## config.mk

```make
export PLATFORM = sky130hd
export DESIGN_NAME = seq_priority_encoder
export DESIGN_NICKNAME = d
export VERILOG_FILES = /design/src/rtl/seq_priority_encoder_pkg.sv /design/src/rtl/seq_priority_encoder_ffs_lsb.sv /design/src/rtl/seq_priority_encoder.sv
export SDC_FILE = /design/constraint.sdc
export NUM_CORES = 1
export LEC_CHECK = 0
export ABC_AREA = 0
export ABC_CLOCK_PERIOD_IN_PS = 3500
export BUFFER_PORTS_ARGS = -buffer_cell sky130_fd_sc_hd__buf_2
export CAP_MARGIN = 5
export CORE_UTILIZATION = 42
export CTS_BUF_LIST = sky130_fd_sc_hd__clkbuf_4 sky130_fd_sc_hd__clkbuf_8
export CTS_CLUSTER_DIAMETER = 120
export DETAILED_ROUTE_END_ITERATION = 7
export GPL_ROUTABILITY_DRIVEN = 0
export SLEW_MARGIN = 20
export SYNTH_ARGS = -nofsm -noshare
export SYNTH_HDL_FRONTEND = slang
export SYNTH_SLANG_ARGS = --single-unit
export TNS_END_PERCENT = 10
```

## constraint.sdc

```tcl
create_clock -name clk -period 3.5 [get_ports clk]
set_input_delay 0.175 -clock clk [delete_from_list [all_inputs] [get_ports clk]]
set_output_delay 0.175 -clock clk [all_outputs]
set_load 0.005 [all_outputs]
```

## src/rtl/seq_priority_encoder_pkg.sv

```systemverilog
// Shared types and helpers for the serial priority encoder: state encoding,
// a constant-foldable clog2, and a popcount used for both ones_cnt and out_last.
package seq_priority_encoder_pkg;

  typedef enum logic {
    IDLE  = 1'b0,
    SERVE = 1'b1
  } state_t;

  // Widest vector the block supports; popcount is sized to hold this many ones.
  localparam int MAX_N = 64;

  function automatic int clog2(input int v);
    int r;
    r = 0;
    for (int i = 0; i < 31; i++) begin
      if ((1 << i) < v) r = i + 1;
    end
    return r;
  endfunction

  function automatic logic [6:0] popcount(input logic [MAX_N-1:0] v);
    logic [6:0] c;
    c = '0;
    for (int i = 0; i < MAX_N; i++) begin
      c = c + 7'(v[i]);
    end
    return c;
  endfunction

endpackage

```

## src/rtl/seq_priority_encoder_ffs_lsb.sv

```systemverilog
// Combinational find-first-set: reports the lowest set bit of vec.
// idx is 0 when no bit is set; qualify it with any.
module ffs_lsb
  import seq_priority_encoder_pkg::*;
#(
  parameter int N = 8,
  localparam int IDX_W = clog2(N)
) (
  input  logic [N-1:0]     vec,
  output logic [IDX_W-1:0] idx,
  output logic             any
);

  // Scanning from the top down lets the lowest set bit overwrite last.
  always_comb begin
    idx = '0;
    for (int i = N - 1; i >= 0; i--) begin
      if (vec[i]) idx = IDX_W'(i);
    end
  end

  assign any = |vec;

endmodule

```

## src/rtl/seq_priority_encoder.sv

```systemverilog
// Serial priority encoder: accepts a one-or-more-hot vector and emits the
// binary index of every set bit, lowest first, over a valid/ready stream.
module seq_priority_encoder
  import seq_priority_encoder_pkg::*;
#(
  parameter int N = 8,
  localparam int IDX_W = clog2(N)
) (
  input  logic             clk,
  input  logic             rst,
  input  logic             in_valid,
  output logic             in_ready,
  input  logic [N-1:0]     in_vec,
  output logic             out_valid,
  input  logic             out_ready,
  output logic [IDX_W-1:0] out_idx,
  output logic             out_last,
  output logic [IDX_W:0]   ones_cnt,
  output logic             err_zero
);

  state_t           state;
  logic [N-1:0]     pending;
  logic [IDX_W-1:0] low_idx;
  logic             low_any;
  logic [6:0]       pend_cnt;

  ffs_lsb #(.N(N)) u_ffs (
    .vec (pending),
    .idx (low_idx),
    .any (low_any)
  );

  assign pend_cnt = popcount(MAX_N'(pending));

  // in_ready is gated by rst directly so it reads low for the whole reset window.
  assign in_ready  = (state == IDLE) && !rst;
  assign out_valid = (state == SERVE);
  assign out_idx   = low_idx;
  assign out_last  = (state == SERVE) && (pend_cnt == 7'd1);

  always_ff @(posedge clk or posedge rst) begin
    if (rst) begin
      state    <= IDLE;
      pending  <= '0;
      ones_cnt <= '0;
      err_zero <= 1'b0;
    end else begin
      err_zero <= 1'b0;
      case (state)
        IDLE: begin
          if (in_valid && in_ready) begin
            if (|in_vec) begin
              pending  <= in_vec;
              ones_cnt <= (IDX_W + 1)'(popcount(MAX_N'(in_vec)));
              state    <= SERVE;
            end else begin
              err_zero <= 1'b1;
            end
          end
        end
        SERVE: begin
          if (out_ready && low_any) begin
            pending <= pending & ~({{(N - 1){1'b0}}, 1'b1} << low_idx);
            if (out_last) state <= IDLE;
          end
        end
        default: state <= IDLE;
      endcase
    end
  end

endmodule
```

; After elaboration in Yosys (flattened, before gate mapping)
; Index checks and enable logic that the tools add are counted.
[word_totals]
mem_bits_rw = 0
inputBits = 12
n_memories = 0
elab_cells = 55
register_bits = 14
rom_bits = 0
latchBits = 0
[classes]
multipliers = 0
eq_ne = 4
bitwise_logic = 3
n_mux = 20
order_cmp = 0
div_mod_pow = 0
shifts = 1
reduce_logical = 9
add_sub_neg = 14
[op_table]
columns = cell, count
row1 = $mux W3, 8
row2 = $mux W8, 3
row3 = $add A4 B1 Y4, 4
row4 = $pmux W8 S2, 1
row5 = $reduce_or A8 Y1, 2
row6 = $add A3 B1 Y4, 2
row7 = $and A8 B8 Y8, 1
row8 = $not A8 Y8, 1
row9 = $shl A1 B3 Y8 const A, 1
row10 = $add A6 B1 Y7, 1
row11 = $add A7 B1 Y7, 1
row12 = $eq A7 B1 Y1 const B, 1
row13 = $mux W1, 7
row14 = $add A2 B1 Y3, 2
row15 = $add A5 B1 Y6, 1
row16 = $ne A2 B1 Y1 const B, 3
row17 = $reduce_and A3 Y1, 2
row18 = $add A4 B1 Y5, 1
row19 = $add A1 B1 Y2, 2
row20 = $logic_and A1 B1 Y1, 4
row21 = $pmux W1 S2, 1
row22 = $logic_not A1 Y1, 1
row23 = $not A1 Y1, 1

; Longest topological paths before layout
[logic_depth]
depth_word = 13
ltp_mapped = 12

; Modules after synthesis
; From an unflattened synthesis, not the netlist that was laid out.
[hier_totals]
cells_unflattened = 128
hier_area_um2 = 1182.4
[modules_own_cells]
columns = mod, area_per_inst_um2, seq_area_each_um2, cells_per_inst, instances
row1 = seq_priority_encoder, 1101.1, 350.3, 115, 1
row2 = ffs_lsb, 81.3, 0.0, 13, 1

; Worst setup path after synthesis
; OpenSTA, ideal clock, no wires.
[synth_path]
path_kind = register to register
from = reg pending[0]
to = reg state (netlist: out_valid)
path_buffers = 0
synth_period_minus_slack_ns = 3.100
slack_ns = 0.400
t_arrival_ns = 2.976
stages_incl_launch_ff = 13
cell_sequence = dfrtp_1 -> inv_1 -> fa_1 -> fa_1 -> fa_1 -> inv_1 -> ha_1 -> inv_1 -> fa_1 -> nor2_1 -> a31oi_1 -> o31ai_1 -> nand2_1
[synth_between]
elab_chain_cells = 12
elab_cells_between_ends = 14
classes_between = 7 x add/sub / 1 x eq/ne / 3 x mux / 3 x reduce/logical
[synth_lines]
columns = element, line_no
row1 = from (decl), seq_priority_encoder.sv:23  ; logic [N-1:0] pending;
row2 = from (signal assigned), seq_priority_encoder.sv:54  ; pending <= in_vec;
row3 = from (signal assigned), seq_priority_encoder.sv:64  ; pending <= pending & ~({{(N - 1){1'b0}}, 1'b1} << low_idx);
row4 = $add A1 B1 Y2, seq_priority_encoder_pkg.sv:26  ; c = c + 7'(v[i]);
row5 = $add A2 B1 Y3, seq_priority_encoder_pkg.sv:26
row6 = $add A3 B1 Y4, seq_priority_encoder_pkg.sv:26
row7 = $add A4 B1 Y5, seq_priority_encoder_pkg.sv:26
row8 = $add A5 B1 Y6, seq_priority_encoder_pkg.sv:26
row9 = $add A6 B1 Y7, seq_priority_encoder_pkg.sv:26
row10 = $add A7 B1 Y7, seq_priority_encoder_pkg.sv:26
row11 = $eq A7 B1 Y1, seq_priority_encoder.sv:40  ; assign out_last = (state == SERVE) && (pend_cnt == 7'd1);
row12 = $logic_and A1 B1 Y1, seq_priority_encoder.sv:40
row13 = $mux W1, seq_priority_encoder.sv:65  ; if (out_last) state <= IDLE;
row14 = $mux W1 *, seq_priority_encoder.sv:63  ; if (out_ready && low_any) begin
row15 = $pmux W1 S2 *, seq_priority_encoder.sv:50  ; case (state)
row16 = to (signal assigned), seq_priority_encoder.sv:44  ; state <= IDLE;
row17 = to (signal assigned), seq_priority_encoder.sv:65
row18 = to (signal assigned), seq_priority_encoder.sv:68  ; default: state <= IDLE;
row19 = to (decl), seq_priority_encoder.sv:22  ; state_t state;
; Mark *: on every way between the ends. The rest lies on a longest branch, timed or not.
; A chain may end at the register's enable or synchronous reset.

; Final worst setup path
[layout_path]
from = reg pending[3]
to = out out_last
[layout_between]
elab_chain_cells = 7
[layout_lines]
columns = element, line_no
row1 = $add A3 B1 Y4, seq_priority_encoder_pkg.sv:26
row2 = $add A4 B1 Y5, seq_priority_encoder_pkg.sv:26
row3 = $add A5 B1 Y6, seq_priority_encoder_pkg.sv:26
row4 = $add A6 B1 Y7, seq_priority_encoder_pkg.sv:26
row5 = $add A7 B1 Y7, seq_priority_encoder_pkg.sv:26
row6 = $eq A7 B1 Y1, seq_priority_encoder.sv:40
row7 = $logic_and A1 B1 Y1, seq_priority_encoder.sv:40
row8 = to (decl), seq_priority_encoder.sv:17  ; output logic out_last,
; No other way between the ends.

==> run_results.csv <==
group,metric,value,unit
status,status,"completed",
cells_and_area,final_layout_size_suffix_gt1_share,25.2,%
clock_tree,cts_buffer_depth,2,
logic_synthesis,syn_inst,122,
clock_tree,clk_pin_slew,0.09,ns
worst_setup_path,r2r_slack,0.25,ns
timing,maxSlewViolCount,0,
floorplan,ios,23,
floorplan,die_area,0.00288,sq mm
pwr,intPower,0.756,mW
pwr,switchingPower,0.614,mW
worst_setup_path,cp_cell_sequence,"inv_2 > fa_1 > fa_1 > fa_1 > inv_1 > ha_1 > inv_1 > fa_2 > nor2b_1 > a31oi_1 > nor2_1 > buf_2",
clock_tree,cts_num_sinks,14,
worst_setup_path,cp.buffers_inverters,4,
logic_synthesis,ys_warn_count,0,
timing,period_needed,3.47,ns
hold_path,worst_hold_path_type,"in -> reg",
pwr,pwr_density_cell,1030,mW/mm^2
worst_setup_path,cp-end-kind,"output pin",
cells_and_area,nNetsFinal,180,
logic_synthesis,synth_cell_types,32,
timing,fin_crit_sh,99.0,%
pwr,power.share.clock,8.6,%
logic_synthesis,synthesis.nets,150,
drt,dr.pass1.iters,4,
worst_setup_path,cp_slowest_cell,"fa_1",
floorplan,start_util,44.8,%
drt,drt_iter0_drc,21,
logic_synthesis,ys_top_cells_by_area,"dfrtp_1, fa_1, ha_1",
worst_setup_path,critical_path_class,"reg -> out",
global_routing,grt_pass1_wl,4.17,mm
global_routing,grt_start_max_net_pins,15,
pwr,p_total,1.37,mW
drt,drt-total-wl,2.47,mm
logic_synthesis,synth_area_leader_cell,"dfrtp_1",
timing,fmax,0.289,GHz
cells_and_area,area_delta_synth_final,19.0,%
global_routing,grtUsageTotal,20.5,%
worst_setup_path,cpLargestDelayFamily,"adder cells",
logic_synthesis,ys_ff_latch,14,
floorplan,die_y,53.7,microns
floorplan,die_w,53.7,microns
timing,fin_ws,0.0343,ns
logic_synthesis,avgSynthCellArea,9.19,sq um
place,dpl.cell_count,173,
drt,wl_per_cell,13.6,microns
timing,hold_viol_final,0,
global_routing,gr-total-overflow,0,
pwr,peakVddDrop,0.819,mV
logic_synthesis,synth_edf_count,0,
global_routing,grt_pass1_vias,899,
clock_tree,numCtsBuffers,3,
clock_tree,clock_latency,0.28,ns
logic_synthesis,syn-cell-area,0.00112,sq mm
worst_setup_path,worst_path_most_repeated_cell,"fa_1",
drt,ant_nets,0,
clock_tree,cts_tree,"yes",
timing,rsz0062_at_grt,"true",
worst_setup_path,crit_arrival,3.29,ns
timing,setup_viol,0,
cells_and_area,num_antenna_cells,0,
place,dp_slack,0.217,ns
worst_setup_path,cp_slowest_stage_delay,0.53,ns
clock_tree,root_buffer,"clkbuf_4",
clock_tree,cts_max_level,1,
flow_run,drv_cap,0,
logic_synthesis,synthArstFlopShare,100,%
drt,vias,889,
place,dp_hpwl,1.93,mm
timing,setup_tns,0,ns
place,port_buffers,22,
floorplan,row_count,18,
logic_synthesis,synth_top_area_share,31.3,%
floorplan,core_area,0.00250,sq mm
logic_synthesis,ys_seq_area_share,31.3,%
cells_and_area,final_core_util,53.4,%
timing,fin_skew,0.00395,ns
drt,vias_per_cell,4.91,
pwr,pwr-share-comb,67.9,%
global_routing,antenna_found_initial,0,
logic_synthesis,synthFlopType,"dfrtp_1",
cells_and_area,finalNonFillerCells,181,
timing,max_slew_margin,62.2,%
drt,drcViolationCount,0,
worst_setup_path,critPathMaxFanout,3,
pwr,power_frac_seq,23.5,%
timing,worst_pin_slew,0.561,ns
pwr,p_leak,0.730,nW
worst_setup_path,startpoint_type,"flip-flop",
worst_setup_path,critPathRequiredTime,3.32,ns
pwr,netSwitchingFraction,44.8,%
[cells in the final DEF (no fill, tap or decap), drive strengths merged]
master | netlist | routed
o21bai | 1 | 1
dfrtp | 14 | 14
a21oi | 4 | 4
ha | 8 | 8
a21boi | 1 | 1
nor2 | 7 | 7
a21o | 2 | 2
buf | 1 | 26
nor4b | 1 | 1
nor2b | 1 | 1
o21a | 1 | 1
o211ai | 2 | 2
inv | 26 | 26
nand3 | 2 | 2
o21ai | 5 | 5
nor3 | 2 | 2
fa | 8 | 8
a21bo | 1 | 1
a31oi | 1 | 1
dlygate4sd3 | 0 | 1
a211oi | 1 | 1
nand2b | 1 | 1
a22o | 1 | 1
nor4 | 1 | 1
o31a | 1 | 1
a221o | 5 | 5
or4 | 1 | 1
nand2 | 15 | 15
xor2 | 1 | 1
clkbuf | 1 | 4
nor3b | 1 | 1
o31ai | 1 | 1
and3 | 4 | 4
[kinds of logic (layout without fill, tap and decap cells)]
| family | after synthesis | in the layout | synth area share [%] |
|---|---|---|---|
| flip-flops | 14 | 14 | 31.3 |
| adder cells (fa/ha/maj) | 16 | 16 | 23.2 |
| XOR/XNOR | 1 | 1 | 0.781 |
| AND/OR/NAND/NOR | 36 | 36 | 16.5 |
| buffers and inverters | 28 | 57 | 10.0 |
| AO/OA/AOI/OAI | 27 | 27 | 18.2 |
[worst register-to-register path, stage by stage (launching register included)]
cell and delay, ns:
dfrtp_1 0.40, inv_2 0.06, fa_1 0.47, fa_1 0.53, fa_1 0.42, inv_1 0.07
ha_1 0.16, inv_1 0.06, fa_2 0.33, nor2_1 0.09, a31oi_1 0.11, buf_4 0.14
o31ai_1 0.21, nand2_1 0.08
[metrics by stage]
step                      cell area [sq um]  hold WS (ns)
after floorplan                        1120        0.0642
after global placement                 1260         0.275
after detailed placement               1260         0.276
after CTS                              1320         0.160
after global routing                   1330         0.165
final                                  1330         0.165
[state kept, by name, indices dropped and copies added (netlist names)]
name,cells
pending,8
ones_cnt,4
out_valid,1
err_zero,1
[power by group through the flow]
stage,Clock [mW],Combinational [mW],Sequential [mW]
6_report,0.117,0.931,0.322
5_1_grt,0.128,1.07,0.333
4_1_cts,0.120,0.911,0.318
3_5_place_dp,0,0.852,0.326
3_3_place_gp,0,0.839,0.324
2_1_floorplan,0,0.641,0.301
[final cells by class]
type	instances	area [sq um]
inverters	26	97.6
fillers	240	1170
well taps	30	37.5
clock buffers	4	36.3
repair buffers	27	150
flip-flops and latches	14	352
multi-input cells	80	661
[worst paths after layout]
kind                               endpoint  cells past startpoint        start
worst min register to register  ones_cnt[1]                      2  ones_cnt[1]
min in group asynchronous        pending[3]                      3          rst
worst min-delay path             pending[4]                      2    in_vec[4]
worst max-delay path               out_last                     12   pending[3]
max in group asynchronous        pending[1]                      3          rst
worst max register to register    out_valid                     13   pending[3]
[cells in the mapped netlist, drive strengths merged, types with 2 or more instances]
library cell and n:
nand2 15, inv 26, a221o 5, dfrtp 14
ha 8, o21ai 5, a21o 2, fa 8
nand3 2, nor3 2, and3 4, nor2 7
o211ai 2, a21oi 4
[repair_timing]
| item | 4_1_cts | 5_1_grt |
|---|---|---|
| pin swaps | 0 | 2 |
| setup buffers | 2 | 1 |
| resized for setup | 2 | 3 |
| hold buffers | 1 | 0 |
| setup endpoints to repair | 1 | 1 |
| hold endpoints to repair | 14 | 0 |
[metal layers]
layer | GRT usage, % | wire, microns | up-vias
met5 | 0 | 0 | -
met4 | 2.63 | 0 | 0
met3 | 5.08 | 68 | 0
met2 | 34.2 | 1170 | 19
met1 | 27.3 | 1220 | 406
li1 | - | - | 464
(Power assumes the default switching activity.)
